===== src/rtl/numpad_pkg.sv =====
// Shared types, key codes and small helpers for the 4x4 numpad scanner.
package numpad_pkg;

  typedef enum logic [1:0] {
    SCAN,
    DEB_PRESS,
    HELD,
    DEB_RELEASE
  } scan_state_e;

  localparam logic [4:0] KEY_NONE = 5'b00000;
  localparam logic [4:0] KEY_EQ   = 5'b11100;
  localparam logic [4:0] KEY_ADD  = 5'b11101;
  localparam logic [4:0] KEY_SUB  = 5'b11110;
  localparam logic [4:0] KEY_MUL  = 5'b11111;

  // Valid flag on top, then column index, then row index
  function automatic logic [4:0] key_code(input logic [1:0] col, input logic [1:0] row);
    return {1'b1, col, row};
  endfunction

  // Lowest-numbered row pulled low wins when several rows are low together
  function automatic logic [1:0] lowest_low(input logic [3:0] pattern);
    logic [1:0] idx;
    idx = 2'd3;
    for (int i = 3; i >= 0; i--) begin
      if (!pattern[i]) idx = 2'(i);
    end
    return idx;
  endfunction

  // Active-low one-cold column drive for a column index
  function automatic logic [3:0] column_drive(input logic [1:0] idx);
    return ~(4'b0001 << idx);
  endfunction

  function automatic int unsigned max_of(input int unsigned a, input int unsigned b);
    return (a > b) ? a : b;
  endfunction

endpackage


===== src/rtl/sync_2ff.sv =====
// Two-flop synchronizer for asynchronous inputs; resets to all ones so that
// idle (pulled-up) lines read as inactive straight out of reset.
module sync_2ff #(
  parameter int unsigned WIDTH = 4
) (
  input  logic             i_clock,
  input  logic             i_reset,
  input  logic [WIDTH-1:0] i_d,
  output logic [WIDTH-1:0] o_q
);

  logic [WIDTH-1:0] r_meta;
  logic [WIDTH-1:0] r_sync;

  // Shift the raw input through two stages to settle metastability
  always_ff @(posedge i_clock) begin
    if (i_reset) begin
      r_meta <= '1;
      r_sync <= '1;
    end else begin
      r_meta <= i_d;
      r_sync <= r_meta;
    end
  end

  assign o_q = r_sync;

endmodule


===== src/rtl/numpad_scanner.sv =====
// 4x4 numpad matrix scanner: drives one column low at a time, debounces press
// and release, and emits a single-cycle 5-bit key code per keystroke.
// Optional auto-repeat for digit keys is built when NUMPAD_AUTOREPEAT_EN is defined.
module numpad_scanner
  import numpad_pkg::*;
#(
  parameter int unsigned SETTLE_CYCLES   = 16,
  parameter int unsigned DEBOUNCE_CYCLES = 500000,
  parameter int unsigned REPEAT_DELAY    = 25000000,
  parameter int unsigned REPEAT_PERIOD   = 5000000
) (
  input  logic       clock,
  input  logic       reset,
  input  logic [3:0] rows,
  output logic [3:0] columns,
  output logic [4:0] value
);

  localparam int unsigned CNT_MAX = max_of(max_of(SETTLE_CYCLES, DEBOUNCE_CYCLES),
                                           max_of(REPEAT_DELAY, REPEAT_PERIOD));
  localparam int unsigned CNT_W   = $clog2(CNT_MAX + 1);

  localparam logic [CNT_W-1:0] SETTLE_LAST = CNT_W'(SETTLE_CYCLES);
  localparam logic [CNT_W-1:0] DEB_LAST    = CNT_W'(DEBOUNCE_CYCLES - 1);

  logic [3:0]       w_rowsSync;
  logic             w_allHigh;
  logic             w_repeatFire;

  scan_state_e      r_state;
  logic [1:0]       r_colIdx;
  logic [3:0]       r_columns;
  logic [CNT_W-1:0] r_cnt;
  logic [3:0]       r_pattern;
  logic [1:0]       r_rowIdx;
  logic [4:0]       r_value;

  sync_2ff #(.WIDTH(4)) u_rowsSync (
    .i_clock (clock),
    .i_reset (reset),
    .i_d     (rows),
    .o_q     (w_rowsSync)
  );

  assign w_allHigh = (w_rowsSync == 4'b1111);

  // Scan/debounce state machine; columns and value are registered here
  always_ff @(posedge clock) begin
    if (reset) begin
      r_state   <= SCAN;
      r_colIdx  <= 2'd0;
      r_columns <= 4'b1110;
      r_cnt     <= '0;
      r_pattern <= 4'b1111;
      r_rowIdx  <= 2'd0;
      r_value   <= KEY_NONE;
    end else begin
      r_value <= KEY_NONE;
      case (r_state)
        SCAN: begin
          if (r_cnt != SETTLE_LAST) begin
            r_cnt <= r_cnt + 1'b1;
          end else if (w_allHigh) begin
            r_colIdx  <= r_colIdx + 2'd1;
            r_columns <= column_drive(r_colIdx + 2'd1);
            r_cnt     <= '0;
          end else begin
            r_pattern <= w_rowsSync;
            r_rowIdx  <= lowest_low(w_rowsSync);
            r_cnt     <= '0;
            r_state   <= DEB_PRESS;
          end
        end
        DEB_PRESS: begin
          if (w_allHigh) begin
            r_cnt   <= '0;
            r_state <= SCAN;
          end else if (w_rowsSync != r_pattern) begin
            r_pattern <= w_rowsSync;
            r_rowIdx  <= lowest_low(w_rowsSync);
            r_cnt     <= '0;
          end else if (r_cnt == DEB_LAST) begin
            r_value <= key_code(r_colIdx, r_rowIdx);
            r_cnt   <= '0;
            r_state <= HELD;
          end else begin
            r_cnt <= r_cnt + 1'b1;
          end
        end
        HELD: begin
          if (w_allHigh) begin
            r_cnt   <= '0;
            r_state <= DEB_RELEASE;
          end else if (w_repeatFire) begin
            r_value <= key_code(r_colIdx, r_rowIdx);
          end
        end
        DEB_RELEASE: begin
          if (!w_allHigh) begin
            r_cnt   <= '0;
            r_state <= HELD;
          end else if (r_cnt == DEB_LAST) begin
            r_colIdx  <= r_colIdx + 2'd1;
            r_columns <= column_drive(r_colIdx + 2'd1);
            r_cnt     <= '0;
            r_state   <= SCAN;
          end else begin
            r_cnt <= r_cnt + 1'b1;
          end
        end
        default: begin
          r_cnt   <= '0;
          r_state <= SCAN;
        end
      endcase
    end
  end

`ifdef NUMPAD_AUTOREPEAT_EN
  localparam logic [CNT_W-1:0] DELAY_LAST  = CNT_W'(REPEAT_DELAY - 1);
  localparam logic [CNT_W-1:0] PERIOD_LAST = CNT_W'(REPEAT_PERIOD - 1);

  logic [CNT_W-1:0] r_repCnt;
  logic             r_repeating;
  logic             w_repeatArmed;

  // Only digit keys that are still physically held may repeat
  assign w_repeatArmed = (r_state == HELD) && !w_allHigh && (r_colIdx != 2'd3);
  assign w_repeatFire  = w_repeatArmed &&
                         (r_repCnt == (r_repeating ? PERIOD_LAST : DELAY_LAST));

  // Repeat timer: long first delay, then shorter period; cleared outside HELD
  always_ff @(posedge clock) begin
    if (reset || (r_state != HELD)) begin
      r_repCnt    <= '0;
      r_repeating <= 1'b0;
    end else if (w_repeatFire) begin
      r_repCnt    <= '0;
      r_repeating <= 1'b1;
    end else if (w_repeatArmed) begin
      r_repCnt <= r_repCnt + 1'b1;
    end
  end
`else
  assign w_repeatFire = 1'b0;
`endif

  assign columns = r_columns;
  assign value   = r_value;

endmodule


===== config.mk =====
export PLATFORM = sky130hd
export DESIGN_NAME = numpad_scanner
export DESIGN_NICKNAME = d
export VERILOG_FILES = /design/src/rtl/numpad_pkg.sv /design/src/rtl/sync_2ff.sv /design/src/rtl/numpad_scanner.sv
export SDC_FILE = /design/constraint.sdc
export NUM_CORES = 1
export LEC_CHECK = 0
export CORE_UTILIZATION = 55
export DETAILED_ROUTE_END_ITERATION = 7
export PLACE_DENSITY = 0.81
export SETUP_SLACK_MARGIN = 0.05
export SYNTH_ARGS = -nofsm -noshare
export SYNTH_HDL_FRONTEND = slang
export SYNTH_SLANG_ARGS = --single-unit

===== constraint.sdc =====
create_clock -name clock -period 3.6 [get_ports clock]
set_clock_uncertainty 0.2 [all_clocks]
set_input_delay 0.54 -clock clock [delete_from_list [all_inputs] [get_ports clock]]
set_output_delay 0.54 -clock clock [all_outputs]
set_load 0.02 [all_outputs]

==> summary by stage <==
Clock network
The H-tree level count is 2. The number of post-CTS setup repair buffers is 0. TritonCTS created 5 clock buffers.

Clock-pin slew was measured on the worst setup and hold paths at 90 ps. For this design, the CTS-stage hold fixing added 0 buffers. The post-cts repair resize count is 0. In this run the deepest clock path goes through 2 buffers. CTS placed an instance of sky130_fd_sc_hd__clkbuf_8 at the clock tree root. Clock tree synthesis found a total of 52 sinks. The insertion delay of the later-clocked pin in the worst-skew pair is 300 ps. The TritonCTS clock tree is done.

Logic synthesis
The share of synthesized area in the top cell type comes to 0.428. The most used flip-flop cell after synthesis is sky130_fd_sc_hd__dfxtp_1. The net count after synthesis is 275.

The cell area that synthesis handed to floorplanning was about 2400 um^2. The average cell area after synthesis is 9.24 um^2. Counting instances in the post-synthesis netlist gives the leading cell types as sky130_fd_sc_hd__dfxtp_1, sky130_fd_sc_hd__nor3_1, sky130_fd_sc_hd__xor2_1, sky130_fd_sc_hd__nor2_1, sky130_fd_sc_hd__xnor2_1. Among all cell types in the netlist, the one instantiated most often is sky130_fd_sc_hd__dfxtp_1. Counting flops with a built-in enable in the synthesized netlist gives 0. The biggest area contributor in the post-synthesis netlist is sky130_fd_sc_hd__dfxtp_1. The synthesized design contains 52 register bits. In the post-synthesis netlist, the biggest area contributors are sky130_fd_sc_hd__dfxtp_1, sky130_fd_sc_hd__nor3_1, sky130_fd_sc_hd__xor2_1. In the synthesized netlist the async set-or-reset flop fraction comes to 0. The number of library cell types mapped by synthesis is 46. The cell count after synthesis came out at 263. Of the synthesized area, sequential elements account for 0.428. For this run, the number of Yosys warnings is 0.

Floorplanning
The number of ports placed on the die boundary is 15. From left edge to right edge, the die measures a little under 70 um. The die covers 4690 um^2. Measured along the y axis, the die boundary spans just under 70 um. The placeable core area is about 4000 um^2. In this run the core area contains 23 standard-cell rows.

For this configuration, the core starts out at a cell density of 0.591.

STA
The number of setup violations in the final report is 0. The number of hold violations in the final report came to 0. Setup repair after global routing left no endpoint under its margin.

The relative slew slack is 0.582. Counting I/O delays and the setup requirement, the final critical path takes 2550 ps. Dividing the final minimum period by the clock period gives 0.708. Derived from the worst setup path, the maximum achievable clock frequency is slightly below 400 MHz. The slew of the pin with the lowest slew margin is between 600 and 700 ps. The final max-slew violation count came to 0. The total negative slack for setup checks is 0 ps.

Cells and area
The combined flip-flop and latch cell area is ~1000 um^2. The number of antenna diodes is 0. After the last flow step, the layout net total stands at between 200 and 300. Of the cells placed in the final design, the portion with a size suffix greater than 1 is 0.112. The final core utilization is 0.668.

The multi-input logic area is roughly 1300 um^2. The post-synthesis to final-layout area growth is 13.0%. The filler cells instantiated in the layout total roughly 350.

Setup path
The startpoint of the most critical setup path is r_cnt[5]$_SDFFE_PP0N_. The nature of the critical path startpoint is a register. In this run the worst path has a maximum fanout of 25. The data arrival at the endpoint of the critical path is ~2500 ps.

The endpoint kind of the worst setup timing path is a register. The slack of the worst reg-to-reg path is ~1100 ps. The kind of critical path is reg -> reg. In this run the critical register-to-register path is launched from r_cnt[5]$_SDFFE_PP0N_. Measured in cells, the most critical reg-to-reg path has a length of 5. The critical path capture point is r_cnt[7]$_SDFFE_PP0N_. STA puts the critical path data required time at around 3600 ps. In this run the critical register-to-register path is captured at r_cnt[7]$_SDFFE_PP0N_.

GRT
The global routing stage identified its most utilized layer as met1. Entering global routing, the biggest net connects 26 pins. The initial antenna violation count is 0. The global-route wire length before repair is between 7 and 8 mm. The global routing usage on met1 is 0.324. In the global route stage, overall resource usage came out at 0.223. The final global-route overflow total is 0. For this run, global-route usage on met3 was measured as 0.0500. The via count of the first global-routing pass is 1,617. For met2 alone, demand over resource in global routing was 0.324.

Placement
The wire-length estimate of the detail-placed layout is between 3 and 4 mm. The count of buffers from port buffering is 14. The placer congestion estimate is 0.849.

Power and ir drop
In this run the static leakage power is 0.000925 uW. The power density relative to cell area is 429 nW/um^2. The overall power after layout is ~1200 uW. The maximum vdd ir drop is ~0.00029 V.

Routing
The number of optimization iterations in the first detailed-route pass is 4. Dividing the detail-routed via count by the number of cells gives roughly 5.7. After the first detailed-routing iteration, the DRC count stood at 168. The routed layout has between 1.5k and 2k vias. For this run, design rule violations remaining after detail routing come to 0.

The average wire per cell in the routed design is ~14 um. The count of nets left with antenna violations after detail routing is 0. The sum of routed wire length over all layers is between 4 and 5 mm.

Job
The number of max-cap violations is 0.

Outcome
The run finished with clean final reports.

Worst hold path
The tightest min-delay check is of the reg -> reg type. The number of cells on the worst hold path is 1.
[layout make-up]
| type | instances | share of cell area |
|---|---|---|
| multi-input combinational | 191 | 0.470 |
| sequential | 52 | 0.379 |
| timing repair buffer | 15 | 0.0537 |
| clock inverter | 3 | 0.0328 |
| clock buffer | 5 | 0.0250 |
| tap | 50 | 0.0228 |
| inverter | 12 | 0.0164 |
[stage by stage]
stage / instance area, um^2 / hold slack [ps] / setup slack [ps] / instances
after floorplan: 2430 / 189 / 1460 / 263
after global placement: 2590 / 192 / 1080 / 320
after detailed placement: 2590 / 196 / 1020 / 320
after CTS: 2750 / 218 / 1100 / 328
after global routing: 2750 / 233 / 841 / 328
final: 2750 / 213 / 1050 / 328
[metal layers]
layer  routed length (um)  vias up
met3                  180        4
met1                 2350      856
met2                 2100       36
met5                    0        -
met4                   51        0
li1                     -      965
[layout by cell type (no fill, tap or decap), types with 3 or more instances in the layout]
master	synthesis	routed
sky130_fd_sc_hd__and2_2	3	3
sky130_fd_sc_hd__and4_1	4	4
sky130_fd_sc_hd__and2_1	5	5
sky130_fd_sc_hd__or2_2	8	8
sky130_fd_sc_hd__o21ai_0	10	10
sky130_fd_sc_hd__nor4_1	4	4
sky130_fd_sc_hd__xnor2_1	14	14
sky130_fd_sc_hd__nor2_1	14	14
sky130_fd_sc_hd__bufinv_16	0	3
sky130_fd_sc_hd__xor2_1	15	15
sky130_fd_sc_hd__inv_1	12	12
sky130_fd_sc_hd__nand4_1	12	12
sky130_fd_sc_hd__clkdlybuf4s50_1	0	14
sky130_fd_sc_hd__dfxtp_1	52	52
sky130_fd_sc_hd__ha_1	6	6
sky130_fd_sc_hd__and3_1	5	5
sky130_fd_sc_hd__a21oi_1	5	5
sky130_fd_sc_hd__nand3_1	10	10
sky130_fd_sc_hd__nand2_1	13	13
sky130_fd_sc_hd__nor3_1	34	34
sky130_fd_sc_hd__clkbuf_8	0	5
[sequential cells by signal (all words and copies together), names as in the netlist, named ones only]
name / count
columns: 4
r_pattern: 4
u_rowsSync.o_q: 4
u_rowsSync.r_meta: 4
r_cnt: 25
r_rowIdx: 2
value: 5
r_colIdx: 2
r_state: 1
[cell families (layout without fill, tap and decap cells)]
kind of cell,count (synthesis),count (layout),synth area share
AOI/OAI and AO/OA,32,32,0.101
xor gates and xnor gates,29,29,0.104
adders and majority gates,6,6,0.0309
buffers and inverters,20,35,0.0401
DFF,52,52,0.428
muxes,2,2,0.00824
and+or+nand+nor,122,122,0.287
[worst min path at each step]
stage	slack, ps	to	from
after floorplan	190	u_rowsSync.o_q[0]$_SDFF_PP1_	u_rowsSync.r_meta[0]$_SDFF_PP1_
after global placement	190	u_rowsSync.o_q[0]$_SDFF_PP1_	u_rowsSync.r_meta[0]$_SDFF_PP1_
after detailed placement	200	u_rowsSync.o_q[0]$_SDFF_PP1_	u_rowsSync.r_meta[0]$_SDFF_PP1_
after CTS	220	u_rowsSync.o_q[0]$_SDFF_PP1_	u_rowsSync.r_meta[0]$_SDFF_PP1_
after global routing	230	u_rowsSync.o_q[2]$_SDFF_PP1_	u_rowsSync.r_meta[2]$_SDFF_PP1_
final	210	u_rowsSync.o_q[0]$_SDFF_PP1_	u_rowsSync.r_meta[0]$_SDFF_PP1_
[power breakdown]
| group | switching (uW) | internal, uW |
|---|---|---|
| logic | 33.1 | 20.8 |
| clock network | 189 | 347 |
| registers | 6.33 | 582 |
| total | 228 | 950 |
[critical path, stage by stage, from the launching register on]
cell and delay (ps):
sky130_fd_sc_hd__dfxtp_1 440, sky130_fd_sc_hd__nor4b_1 420, sky130_fd_sc_hd__nand4_1 310, sky130_fd_sc_hd__o21ai_2 360, sky130_fd_sc_hd__o311a_2 570, sky130_fd_sc_hd__nor3_1 110
No activity file was read; power rests on OpenSTA's default activity.
